**config.mk**
```make
export PLATFORM = sky130hd
export DESIGN_NAME = nibble_add_sched
export DESIGN_NICKNAME = d
export VERILOG_FILES = /design/src/rtl/nibble_add_sched.sv
export SDC_FILE = /design/constraint.sdc
export NUM_CORES = 1
export LEC_CHECK = 0
export ABC_CLOCK_PERIOD_IN_PS = 2000
export CAP_MARGIN = 30
export CORE_MARGIN = 4
export CORE_UTILIZATION = 40
export DETAILED_ROUTE_END_ITERATION = 8
export PLACE_DENSITY = 0.76
export SLEW_MARGIN = 20
export SYNTH_ARGS = -nofsm -noshare
export SYNTH_HDL_FRONTEND = slang
export SYNTH_SLANG_ARGS = --single-unit
export TNS_END_PERCENT = 20
```
**constraint.sdc**
```tcl
create_clock -name clk -period 2 [get_ports clk]
set_input_delay 0.3 -clock clk [delete_from_list [all_inputs] [get_ports clk]]
set_output_delay 0.3 -clock clk [all_outputs]
set_load 0.05 [all_outputs]
```
**src/rtl/nibble_add_sched.sv**
```systemverilog
// Round-robin scheduler that runs two requesters' WIDTH-bit adds through one shared
// 4-bit adder slice, LSB nibble first, with the carry chained between nibbles.
module nibble_add_sched #(
  parameter int WIDTH   = 16,
  parameter int ADD_LAT = 1
) (
  input  logic             clk,
  input  logic             rst,
  input  logic             req0_valid,
  output logic             req0_ready,
  input  logic [WIDTH-1:0] req0_a,
  input  logic [WIDTH-1:0] req0_b,
  input  logic             req0_cin,
  input  logic             req1_valid,
  output logic             req1_ready,
  input  logic [WIDTH-1:0] req1_a,
  input  logic [WIDTH-1:0] req1_b,
  input  logic             req1_cin,
  output logic [3:0]       add_a,
  output logic [3:0]       add_b,
  output logic             add_cin,
  input  logic [3:0]       add_sum,
  input  logic             add_cout,
  output logic             rsp_valid,
  input  logic             rsp_ready,
  output logic             rsp_id,
  output logic [WIDTH-1:0] rsp_sum,
  output logic             rsp_cout,
  output logic             busy,
  output logic [1:0]       state_dbg
);

  localparam int NIB = WIDTH / 4;
  localparam int IW  = (NIB > 1) ? $clog2(NIB) : 1;
  localparam int LW  = (ADD_LAT > 1) ? $clog2(ADD_LAT) : 1;

  if ((WIDTH % 4) != 0 || WIDTH < 4) begin : g_bad_width
    $error("nibble_add_sched: WIDTH must be a multiple of 4 and at least 4");
  end
  if (ADD_LAT < 1) begin : g_bad_lat
    $error("nibble_add_sched: ADD_LAT must be at least 1");
  end

  typedef enum logic [1:0] {IDLE = 2'd0, RUN = 2'd1, DONE = 2'd2} state_t;

  state_t           state, state_nx;
  logic             rr_ptr;
  logic [WIDTH-1:0] a_q, b_q, sum_q;
  logic             id_q;
  logic             carry;
  logic [IW-1:0]    idx;
  logic [LW-1:0]    wcnt;

  logic             any_valid, grant, accept, nib_done, idx_last;
  logic [WIDTH-1:0] a_sh, b_sh;

  // Valid/ready: a request transfers on a rising edge where reqX_valid and
  // reqX_ready are both high; the response transfers where rsp_valid and rsp_ready are.
  always_comb begin
    any_valid  = req0_valid | req1_valid;
    // On a tie the round-robin pointer picks; otherwise the lone valid requester wins.
    grant      = (req0_valid && req1_valid) ? rr_ptr : req1_valid;
    accept     = (state == IDLE) && any_valid;
    req0_ready = accept && !grant;
    req1_ready = accept && grant;
    nib_done   = (wcnt == LW'(ADD_LAT - 1));
    idx_last   = (idx == IW'(NIB - 1));
    a_sh       = a_q >> {idx, 2'b00};
    b_sh       = b_q >> {idx, 2'b00};
  end

  always_comb begin
    state_nx = state;
    add_a    = 4'd0;
    add_b    = 4'd0;
    add_cin  = 1'b0;
    case (state)
      IDLE: if (accept) state_nx = RUN;
      RUN: begin
        add_a   = a_sh[3:0];
        add_b   = b_sh[3:0];
        add_cin = carry;
        if (nib_done && idx_last) state_nx = DONE;
      end
      DONE: if (rsp_ready) state_nx = IDLE;
      default: state_nx = IDLE;
    endcase
  end

  always_ff @(posedge clk or negedge rst) begin
    if (!rst) state <= IDLE;
    else      state <= state_nx;
  end

  always_ff @(posedge clk or negedge rst) begin
    if (!rst) begin
      rr_ptr    <= 1'b0;
      a_q       <= '0;
      b_q       <= '0;
      sum_q     <= '0;
      id_q      <= 1'b0;
      carry     <= 1'b0;
      idx       <= '0;
      wcnt      <= '0;
      rsp_valid <= 1'b0;
      rsp_cout  <= 1'b0;
    end else begin
      case (state)
        IDLE: if (accept) begin
          a_q   <= grant ? req1_a : req0_a;
          b_q   <= grant ? req1_b : req0_b;
          carry <= grant ? req1_cin : req0_cin;
          id_q  <= grant;
          idx   <= '0;
          wcnt  <= '0;
        end
        RUN: begin
          if (nib_done) begin
            sum_q[{idx, 2'b00} +: 4] <= add_sum;
            carry <= add_cout;
            wcnt  <= '0;
            if (idx_last) begin
              rsp_cout  <= add_cout;
              rsp_valid <= 1'b1;
            end else begin
              idx <= idx + IW'(1);
            end
          end else begin
            wcnt <= wcnt + LW'(1);
          end
        end
        DONE: if (rsp_ready) begin
          rsp_valid <= 1'b0;
          rr_ptr    <= ~id_q;
        end
        default: ;
      endcase
    end
  end

  assign rsp_sum   = sum_q;
  assign rsp_id    = id_q;
  assign busy      = (state != IDLE);
  assign state_dbg = state;

endmodule

```
== Yosys cells after proc, flatten, opt, wreduce, memory -nomap -nowiden ==
Cells that the tools add are included.

* Bits in registers: 58
* Bits of input ports: 76
* Output and inout port bits: 33

* $add $sub $neg: 3
* Equal/unequal tests: 9
* Shift-type cells: 4
* Muxes and demuxes: 26
* Bitwise logic cells: 3
* Reductions and logical operators: 19

{| class="wikitable"
|+ Operators with widths
! cell !! count
|-
| 2-to-1 mux 16 bit || 2
|-
| right shift 16 x 4 -> 4 bit || 2
|-
| bitwise mux 16 bit || 1
|-
| variable shift 4 x 6 -> 16 bit, first input constant || 1
|-
| variable part select 4 x 6 -> 16 bit || 1
|-
| 2-to-1 mux 2 bit || 6
|-
| != test 2 bit, second input constant || 6
|-
| 2-to-1 mux 1 bit || 10
|-
| AND reduction 3 bit || 3
|-
| 2-to-1 mux 4 bit || 2
|-
| AND reduction 2 bit || 4
|-
| AND reduction 4 bit || 2
|-
| negation 4 -> 6 bit || 1
|-
| one-hot mux 1 bit (2 select lines) || 3
|-
| one-hot mux 2 bit (3 select lines) || 1
|-
| nonzero test 2 bit || 3
|-
| logical AND 1 bit || 5
|-
| == test 2 bit, second input constant || 2
|-
| one-hot mux 2 bit (2 select lines) || 1
|-
| adder 2 x 1 -> 2 bit, second input constant || 1
|-
| == test 2 x 1 -> 1 bit, second input constant || 1
|-
| zero test 2 bit || 1
|-
| inverter 1 bit || 2
|-
| adder 1 bit, second input constant || 1
|-
| other kinds (2) || 2
|}

== Longest topological paths before layout ==
Gate-level depths: netlist of run 1.

* Depth in word-level cells: 5
* Mapped depth: 6

== Worst setup path after synthesis of run 1 ==
Ideal clock, no wire load.

* Kind: flip-flop to output port
* From: register state[0], in the netlist state_dbg[0]
* To: output port add_a[0]
* Arrival time: 1.872 ns
* Required time: 1.700 ns
* Setup slack: -0.172 ns
* Cell stages (with the launch flop): 4
* Path buffers: 1
* Cells stage by stage: dfrtp_1 -> buf_2 -> nand2b_1 -> nor2b_1

* Longest elaborated chain between the ends: 2

{| class="wikitable"
|+ RTL lines
! item !! RTL line !! source
|-
| start, declared || 46 || <nowiki>state_t state, state_nx;</nowiki>
|-
| start signal, assigned || 92 || <nowiki>else state <= state_nx;</nowiki>
|-
| == test 2 x 1 -> 1 bit || 77 || <nowiki>case (state)</nowiki>
|-
| 2-to-1 mux 4 bit || 77 ||
|-
| end, declared || 19 || <nowiki>output logic [3:0] add_a,</nowiki>
|}

No other way between the ends.

== Worst setup path in the final report of run 1 ==
* From: register idx[0]
* To: output port add_a[3]

* Longest elaborated chain between the ends: 2

{| class="wikitable"
|+ RTL lines
! item !! RTL line !! source
|-
| start, declared || 51 || <nowiki>logic [IW-1:0] idx;</nowiki>
|-
| start signal, assigned || 126 || <nowiki>idx <= idx + IW'(1);</nowiki>
|-
| right shift 16 x 4 -> 4 bit || 68 || <nowiki>a_sh = a_q >> {idx, 2'b00};</nowiki>
|-
| 2-to-1 mux 4 bit || 77 ||
|}

No other way between the ends.

==> results of run 1 <==
[cell usage in the layout, fill, tap and decap left out, drive strengths merged, types with 2 or more instances in the layout]
cell,instances
a21oi,2
nor4b,4
mux4,8
a22o,14
clkbuf,9
inv,8
o21ai,7
bufinv,4
nand3b,6
buf,32
ha,5
mux2,2
nand2,9
dfrtp,57
and3,2
clkdlybuf4s50,93
a21boi,32
a221o,32
nor2b,10
[layout make-up]
cell class	instances	share of cell area [%]
tap	96	2.66
multi-input combinational	145	30.7
clock inverter	7	3.13
inverter	7	0.581
timing repair buffer	126	28.6
clock buffer	9	2.74
sequential	57	31.6
[cells by family after synthesis]
| group | after synthesis | share of synthesized area [%] |
|---|---|---|
| muxes | 10 | 6.97 |
| DFF | 57 | 49.0 |
| and+or+nand+nor | 39 | 10.4 |
| buffers and inverters | 25 | 5.42 |
| AOI/OAI and AO/OA | 91 | 26.1 |
| adders and majority gates | 5 | 2.15 |
[per-stage QoR]
stage               TNS, ns  utilization, %  setup WS (ns)
floorplan             -1.38               -         -0.172
global placement          0            59.4          0.158
detailed placement        0            59.4          0.139
CTS                 -0.0786            64.5        -0.0169
global route         -0.570            65.1        -0.0830
finish              -0.0141            65.1        -0.0137
[routing by layer]
layer / share of wire (%) / up-vias
met5: 0 / -
met4: 0.92 / 0
met3: 6.9 / 6
met2: 50 / 93
met1: 42 / 1190
li1: - / 1134
[registers in the layout (all words and copies together), names as in the netlist]
signal and cells:
rsp_valid 1, rsp_sum 16, rsp_id 1, a_q 16
rsp_cout 1, b_q 16, idx 2, rr_ptr 1
state_dbg 2, carry 1
[worst paths after layout]
check	start	to	cells after the start
setup / recovery	idx[0]$_DFFE_PN0P_	add_a[3]	4
hold / removal	rst	a_q[4]$_DFFE_PN0P_	3
setup reg to reg	idx[0]$_DFFE_PN0P_	rsp_sum[2]$_DFFE_PN0P_	7
hold reg to reg	rsp_sum[10]$_DFFE_PN0P_	rsp_sum[10]$_DFFE_PN0P_	2
max in group asynchronous	rst	idx[0]$_DFFE_PN0P_	3
min in group clk	rsp_sum[10]$_DFFE_PN0P_	rsp_sum[10]$_DFFE_PN0P_	2
[worst max-delay path: stages, from the launching register on]
cell	delay (ns)
sky130_fd_sc_hd__dfrtp_2	0.40
sky130_fd_sc_hd__buf_6	0.15
sky130_fd_sc_hd__mux4_2	0.51
sky130_fd_sc_hd__nor2b_4	0.15
sky130_fd_sc_hd__buf_6	0.17
[where the power goes]
part	switching, uW	leakage, uW	internal, uW
sequential	318	0.000721	1690
clock	500	0.000130	956
combinational	2650	0.00105	2130
[what timing repair did]
action,in CTS,in global routing
endpoints found under the setup margin,8,14
pin swaps,0,0
gates resized for setup,17,11
gates cloned,0,0
hold buffers,1,0
buffers inserted,2,0
hold endpoints to repair,57,0
==> results list, run 1 <==
* # setup viols final: 2
- For this configuration, the core starts out at a cell density of between 40% and 50%.
- Critical path class: register to primary output
- Setup slack on the critical path of the routed design comes to -0.0137 ns.
- Clock transition at the registers of the reported paths: approximately 0.07 ns
- Maximum number of pins on one net before global-route repair: a little under 60
* Cell type contributing the most total cell area after synthesis: sky130_fd_sc_hd__dfrtp_1
- In the final routed layout, each cell accounts on average for roughly 18 um.
- Yosys mapped a number of flops with a built-in enable equal to 0.
- Number of detailed-route iterations in the first pass: 4
* Commonest cells post-synth: sky130_fd_sc_hd__dfrtp_1, sky130_fd_sc_hd__a21boi_0, sky130_fd_sc_hd__a221o_1
- Layout cells sized above 1: a little over a fifth
- Sequential-to-total area share from yosys stat: a little under 50%
* Synth Area per Inst: about 13 um^2
- CTS built an H-tree with a depth of 3.
* Most repeated cell in the gate-level netlist after synthesis: sky130_fd_sc_hd__dfrtp_1
- The die is ~93 um wide.
- Port Buffer Count: 108
* Total number of placement rows: 30
* Final design area excluding fillers: about 4500 um^2
- Routed Antenna Nets: 0
- The die is around 93 um tall.
* Worst Setup End Kind: primary output
* Slew at the pin with the worst max-slew slack: 0.558 ns
- Area taken by multi-input logic gates: approximately 1400 um^2
- GR Util All Layers: about a fifth
- Final-layout worst hold slack: approximately 0.48 ns
* Setup clock skew after layout: approximately 0.006 ns
* Critical path data arrival time: 1.71 ns
* Layout-stage area growth over the synthesis result: 55.4%
* Setup repair after global routing missed its margin: true
* Pleak: roughly 0.0019 uW
- The routed design has between 8000 and 9000 um of wire.
* Rel. slew slack: 62.7%
- Gate count after technology mapping: 227
- Worst ir drop on vdd: approximately 0.00083 V
* Total Power Consumption: a little over 8000 uW
- Final worst path period need: 2.01 ns
- The layer flagged by global routing as most heavily used is met2.
* Storage element area: between 1000 and 1500 um^2
* TritonCTS buffer count: 9
- Fmax: ~0.50 GHz
* Post-synth top area share: between 40% and 50%
- Detailed-route via count: ~2,400
- By area the synthesized netlist is led by sky130_fd_sc_hd__dfrtp_1, sky130_fd_sc_hd__a221o_1, sky130_fd_sc_hd__a21boi_0.
- Cell area after synthesis: 2910 um^2
* Cell Count Post-Placement: roughly 430
- Detailed-route vias per instance: roughly 5.4
- GR Util met2: between 30 and 40%
- Final hold vios: 0
- CTS tree: done
- For the worst setup path, the data required time is between 1.5 and 2 ns.
- In the final design database the tool counted 427 nets.
- The first global-routing pass estimated around 13,000 um of wire.
* Core box area: just under 7000 um^2
* Slew Viols, Final: 0
- The path class of the tightest hold or removal check is input port to async pin.
- Counting along the longest clock path gives a buffer depth of 2.
- The checks that failed: negative setup slack.
- After filler insertion, the fill cell instance count of the layout stands at 547.
* Top-Level Pins: 109
- Count of unresolved DRC violations after routing: 0
- The detailed router finished its first iteration with 84 violations.
* Total number of yosys warnings: 0
- Net count after synthesis: slightly above 300
* Vias in the first global route: 2,612
* Reg2Reg Setup Slack: approximately 0.15 ns
- Met3 global-route usage: 4.99%
- Later-pin clock latency in the skew report: about 0.34 ns
- The number of different library cells used by synthesis comes to 35.
* Share of the clock period used by the worst path: 101%
* Overflow left after global routing: 0
* Placement Cell Area: around 4100 um^2
* TritonCTS Sinks: between 50 and 60
- The floorplan step defined a die boundary enclosing 8700 um^2.
- Across the run, the number of max-cap violations was 0.
- In this run the power density over the cells is about 1800 nW/um^2.
- Detailed placement finished with a half-perimeter wire length of between 5000 and 6000 um.
- Most frequently used flop master after synthesis: sky130_fd_sc_hd__dfrtp_1
- For this run, asynchronously set or reset flops after synthesis account for 100%.
- Final Wtd Congestion: around 0.83
* Antenna violations before repair: 0
- Leaving out filler cells and counting taps, the final layout contains 447.
- Inserted Diodes: 0
- In this run, synthesis produced a sequential element count of 57.
* Worst-path maximum fanout: 5
* Global routing met1 resource utilization: 25.1%
- The flow ran to the end, but the final reports show violations.
- Root buffer selected by CTS: sky130_fd_sc_hd__clkbuf_8
- Type of origin of the critical path: register
(Power assumes the default switching activity.)
==> inputs of run 2 (changes only) <==
ABC_CLOCK_PERIOD_IN_PS = 2500   (was 2000)
CORE_UTILIZATION = 48   (was 40)
PLACE_DENSITY = 0.86   (was 0.76)
REMOVE_ABC_BUFFERS = 1   (was unset)
TNS_END_PERCENT = 50   (was 20)
clock period = 2.5 ns   (was 2 ns; I/O delays follow)
==> results list, run 2 (synthesis results as in run 1) <==
* Rel. slew slack: 63.6% (+0.96 points)
* TritonCTS buffer count: 9 (unchanged)
- H-tree Lvls: 3 (unchanged)
- Critical Path, Cell by Cell: and3_1, clkdlybuf4s50_1
- The worst setup path is launched from a register.
- Root buffer selected by CTS: sky130_fd_sc_hd__clkbuf_8
* Worst Setup End Kind: primary output
- The number of logic stages on the critical path including buffering is 2 (-2).
- The initial standard-cell utilization of the core is 49.4% (+7.5 points).
- TritonCTS Sinks: 57 (unchanged)
* Wire length per cell after detailed routing: 18.1 um (+0.16%)
* Overflow left after global routing: 0 (unchanged)
* Detailed-route vias per instance: 5.69 (+5.0%)
* Slew Viols, Final: 0 (unchanged)
* Sw Pwr: 2580 uW (-26%)
- Met3 global-route usage: 6.53% (+1.5 points)
- The final antenna-violating net count came to 0 (unchanged).
- The met1 track utilization from global routing came to 27.4% (+2.3 points).
* Slew at the pin with the worst max-slew slack: 0.538 ns (-0.0202 ns)
- The core region area was 5890 um^2 (-15%).
- The floorplan row count came to 28 (-6.7%).
* Initial DRC count: 103 (+23%)
- Count of unresolved DRC violations after routing: 0 (unchanged)
- The post-route core utilization was 71.7% (+6.6 points).
* Hold_buf cts: 0 (-1)
- In the layout the commonest cells are sky130_fd_sc_hd__clkdlybuf4s50_1, sky130_fd_sc_hd__dfrtp_1, sky130_fd_sc_hd__a21boi_0, sky130_fd_sc_hd__a221o_1, sky130_fd_sc_hd__buf_4.
* Setup repair after global routing missed its margin: false
- The worst path uses approximately 93% of the clock period.
* GR Util met2: 35.9% (+3.8 points)
* Critical path data arrival time: 1.94 ns (+0.23 ns)
- Later-pin clock latency in the skew report: 0.33 ns (about the same)
- Outcome: finished, final reports clean
- The internal power of the cells is 3250 uW (-32%).
- The final-stage net count came to 420 (-1.6%).
- TritonCTS built the clock tree.
- The overall via count from detail_route came to 2,384 (-1.6%).
- Pleak: 0.00178 uW (-6.3%)
- Die Span Y: 85.9 um (-8.0%)
- GR Util All Layers: 21.7% (+2.1 points)
- Final design area excluding fillers: 4220 um^2 (-6.6%)
- The detailed placer's ending HPWL came to 5700 um (-0.51%).
* Clock transition at the registers of the reported paths: 0.07 ns (about the same)
- Worst-path maximum fanout: 14 (+9)
- The total cell area at the placement stage came to 4030 um^2 (-2.4%).
- Port Buffer Count: 108 (unchanged)
- First-pass GRT wire length: 12,400 um (-6.3%)
* Setup clock skew after layout: 0.00829 ns (+0.00231 ns)
- The maximum cell stage delay along the critical path came to 0.80 ns (+0.29 ns).
- The last weighted congestion value of the routability-driven placer is 0.722 (-13%).
* Antenna violations before repair: 0 (unchanged)
* Die footprint: 7370 um^2 (-15%)
- The final count of negative-setup-slack endpoints came to 0 (-2).
* Vias in the first global route: 2,506 (-4.1%)
* # Max-Cap Violations: 0 (unchanged)
- Final worst path period need: between 2 and 2.5 ns
* CP max stage cell: sky130_fd_sc_hd__clkdlybuf4s50_1
- Switching portion of total power: 44.2% (+2.1 points)
- The worst setup timing slack at the placement stage came to 0.499 ns (+0.360 ns).
* Detailed-route wire length: 7580 um (-6.1%)
- Path category of the worst min-delay check: input port to async pin
- Clock group share of total power: 14.0% (-3.6 points)
* Leading cell type in the layout, fill and taps excluded: sky130_fd_sc_hd__clkdlybuf4s50_1
- Resized cells post-CTS: 0 (-17)
- The final antenna diode count came to 0 (unchanged).
- The least setup slack across all paths after layout is 0.181 ns (+0.194 ns).
- Critical path class: register to primary output
- Buffers inserted during post-CTS setup optimization: 0 (-2)
* Cell family with most CP delay: buffers and inverters
- The logic depth of the worst register-to-register path came to 5 (-2).
- The sum of buffers and inverters on the critical path came to 1 (-1).
* Critical path required time: 2.12 ns (+0.42 ns)
* Comb pwr share: 57.7% (-0.3 points)
- Share of total power in sequential cells: 28.3% (+3.9 points)
- The maximum buffer depth of the clock tree is 2 (unchanged).
- The die span in x was 85.9 um (-8.0%).
- Top-Level Pins: 109 (unchanged)
- The maximum ir drop on the vdd rail was 0.000749 V (-9.4%).
* Layout-stage area growth over the synthesis result: 45.1%
* Cell Pwr Density: 1380 nW/um^2 (-24%)
- The detailed-routing iteration count for the pre-antenna-repair pass came to 4 (unchanged).
- The total power of the final layout came to 5830 uW (-29%).
- Based on the critical path, the design can be clocked at up to roughly 0.43 GHz.
* Layout cells sized above 1: 16.3% (-5.4 points)
* Gr busiest metal: met2
- The largest net degree at the start of global routing is 36 (-38%).
- Final hold vios: 0 (unchanged)
-- run 2: cell types whose count changed in the layout (fill, tap and decap cells not counted), sizes merged, moves of 3 or more --
cell,before,now
clkbuf,9,14
clkdlybuf4s50,93,96
bufinv,4,0
buf,32,23
-- run 2: final timing paths --
| path | start | to | slack (ns) |
|---|---|---|---|
| min reg2reg | rsp_sum[8]$_DFFE_PN0P_ | rsp_sum[8]$_DFFE_PN0P_ | 0.49 |
| min in group clk | rsp_sum[8]$_DFFE_PN0P_ | rsp_sum[8]$_DFFE_PN0P_ | 0.49 |
| min | rst | rsp_cout$_DFFE_PN0P_ | 0.0004 |
| max | state_dbg[0]$_DFFE_PN0P_ | add_cin | 0.18 |
| max reg2reg | idx[1]$_DFFE_PN0P_ | rsp_sum[9]$_DFFE_PN0P_ | 0.52 |
| max in group asynchronous | rst | a_q[12]$_DFFE_PN0P_ | 1.86 |
-- run 2: area by class of cell --
| cell class | count | area [um^2] |
|---|---|---|
| Tap cell | 75 | 93.8 |
| Inverter | 7 | 26.3 |
| Sequential cell | 57 | 1430 |
| Multi-Input combinational cell | 145 | 1330 |
| Clock buffer | 14 | 183 |
| Clock inverter | 2 | 10.0 |
| Timing Repair Buffer | 119 | 1160 |
| Fill cell | 427 | 1670 |
-- run 2: power groups by stage --
stage | clock network, uW | registers [uW] | logic (uW)
detailed placement | 0 | 1660 | 3380
global placement | 0 | 1630 | 3310
CTS | 826 | 1650 | 3390
floorplan | 0 | 2110 | 1790
finish | 816 | 1650 | 3360
global route | 870 | 1720 | 3570
-- run 2: through the flow --
step | std cells | hold slack, ns | setup TNS (ns)
6_report | 419 | 0.000355 | 0
5_1_grt | 419 | 0.0158 | 0
3_5_place_dp | 403 | 0.355 | 0
3_3_place_gp | 403 | 0.346 | 0
2_1_floorplan | 209 | 0.0794 | -9.75
4_1_cts | 419 | 0.00419 | 0
-- run 2: worst register-to-register path: cells and delay by family (launching register included) --
kind / cells / cell delay [ns]
fa+ha+maj: 1 / 0.45
simple gates: 2 / 0.61
buf+inv: 1 / 0.13
compound gates: 1 / 0.18
flops: 1 / 0.53
-- run 2: routing by layer --
| metal | part of all wire, % | up-vias |
|---|---|---|
| li1 | - | 1120 |
| met1 | 41 | 1156 |
| met2 | 50 | 99 |
| met3 | 8.1 | 9 |
| met4 | 1.2 | 0 |
| met5 | 0 | - |
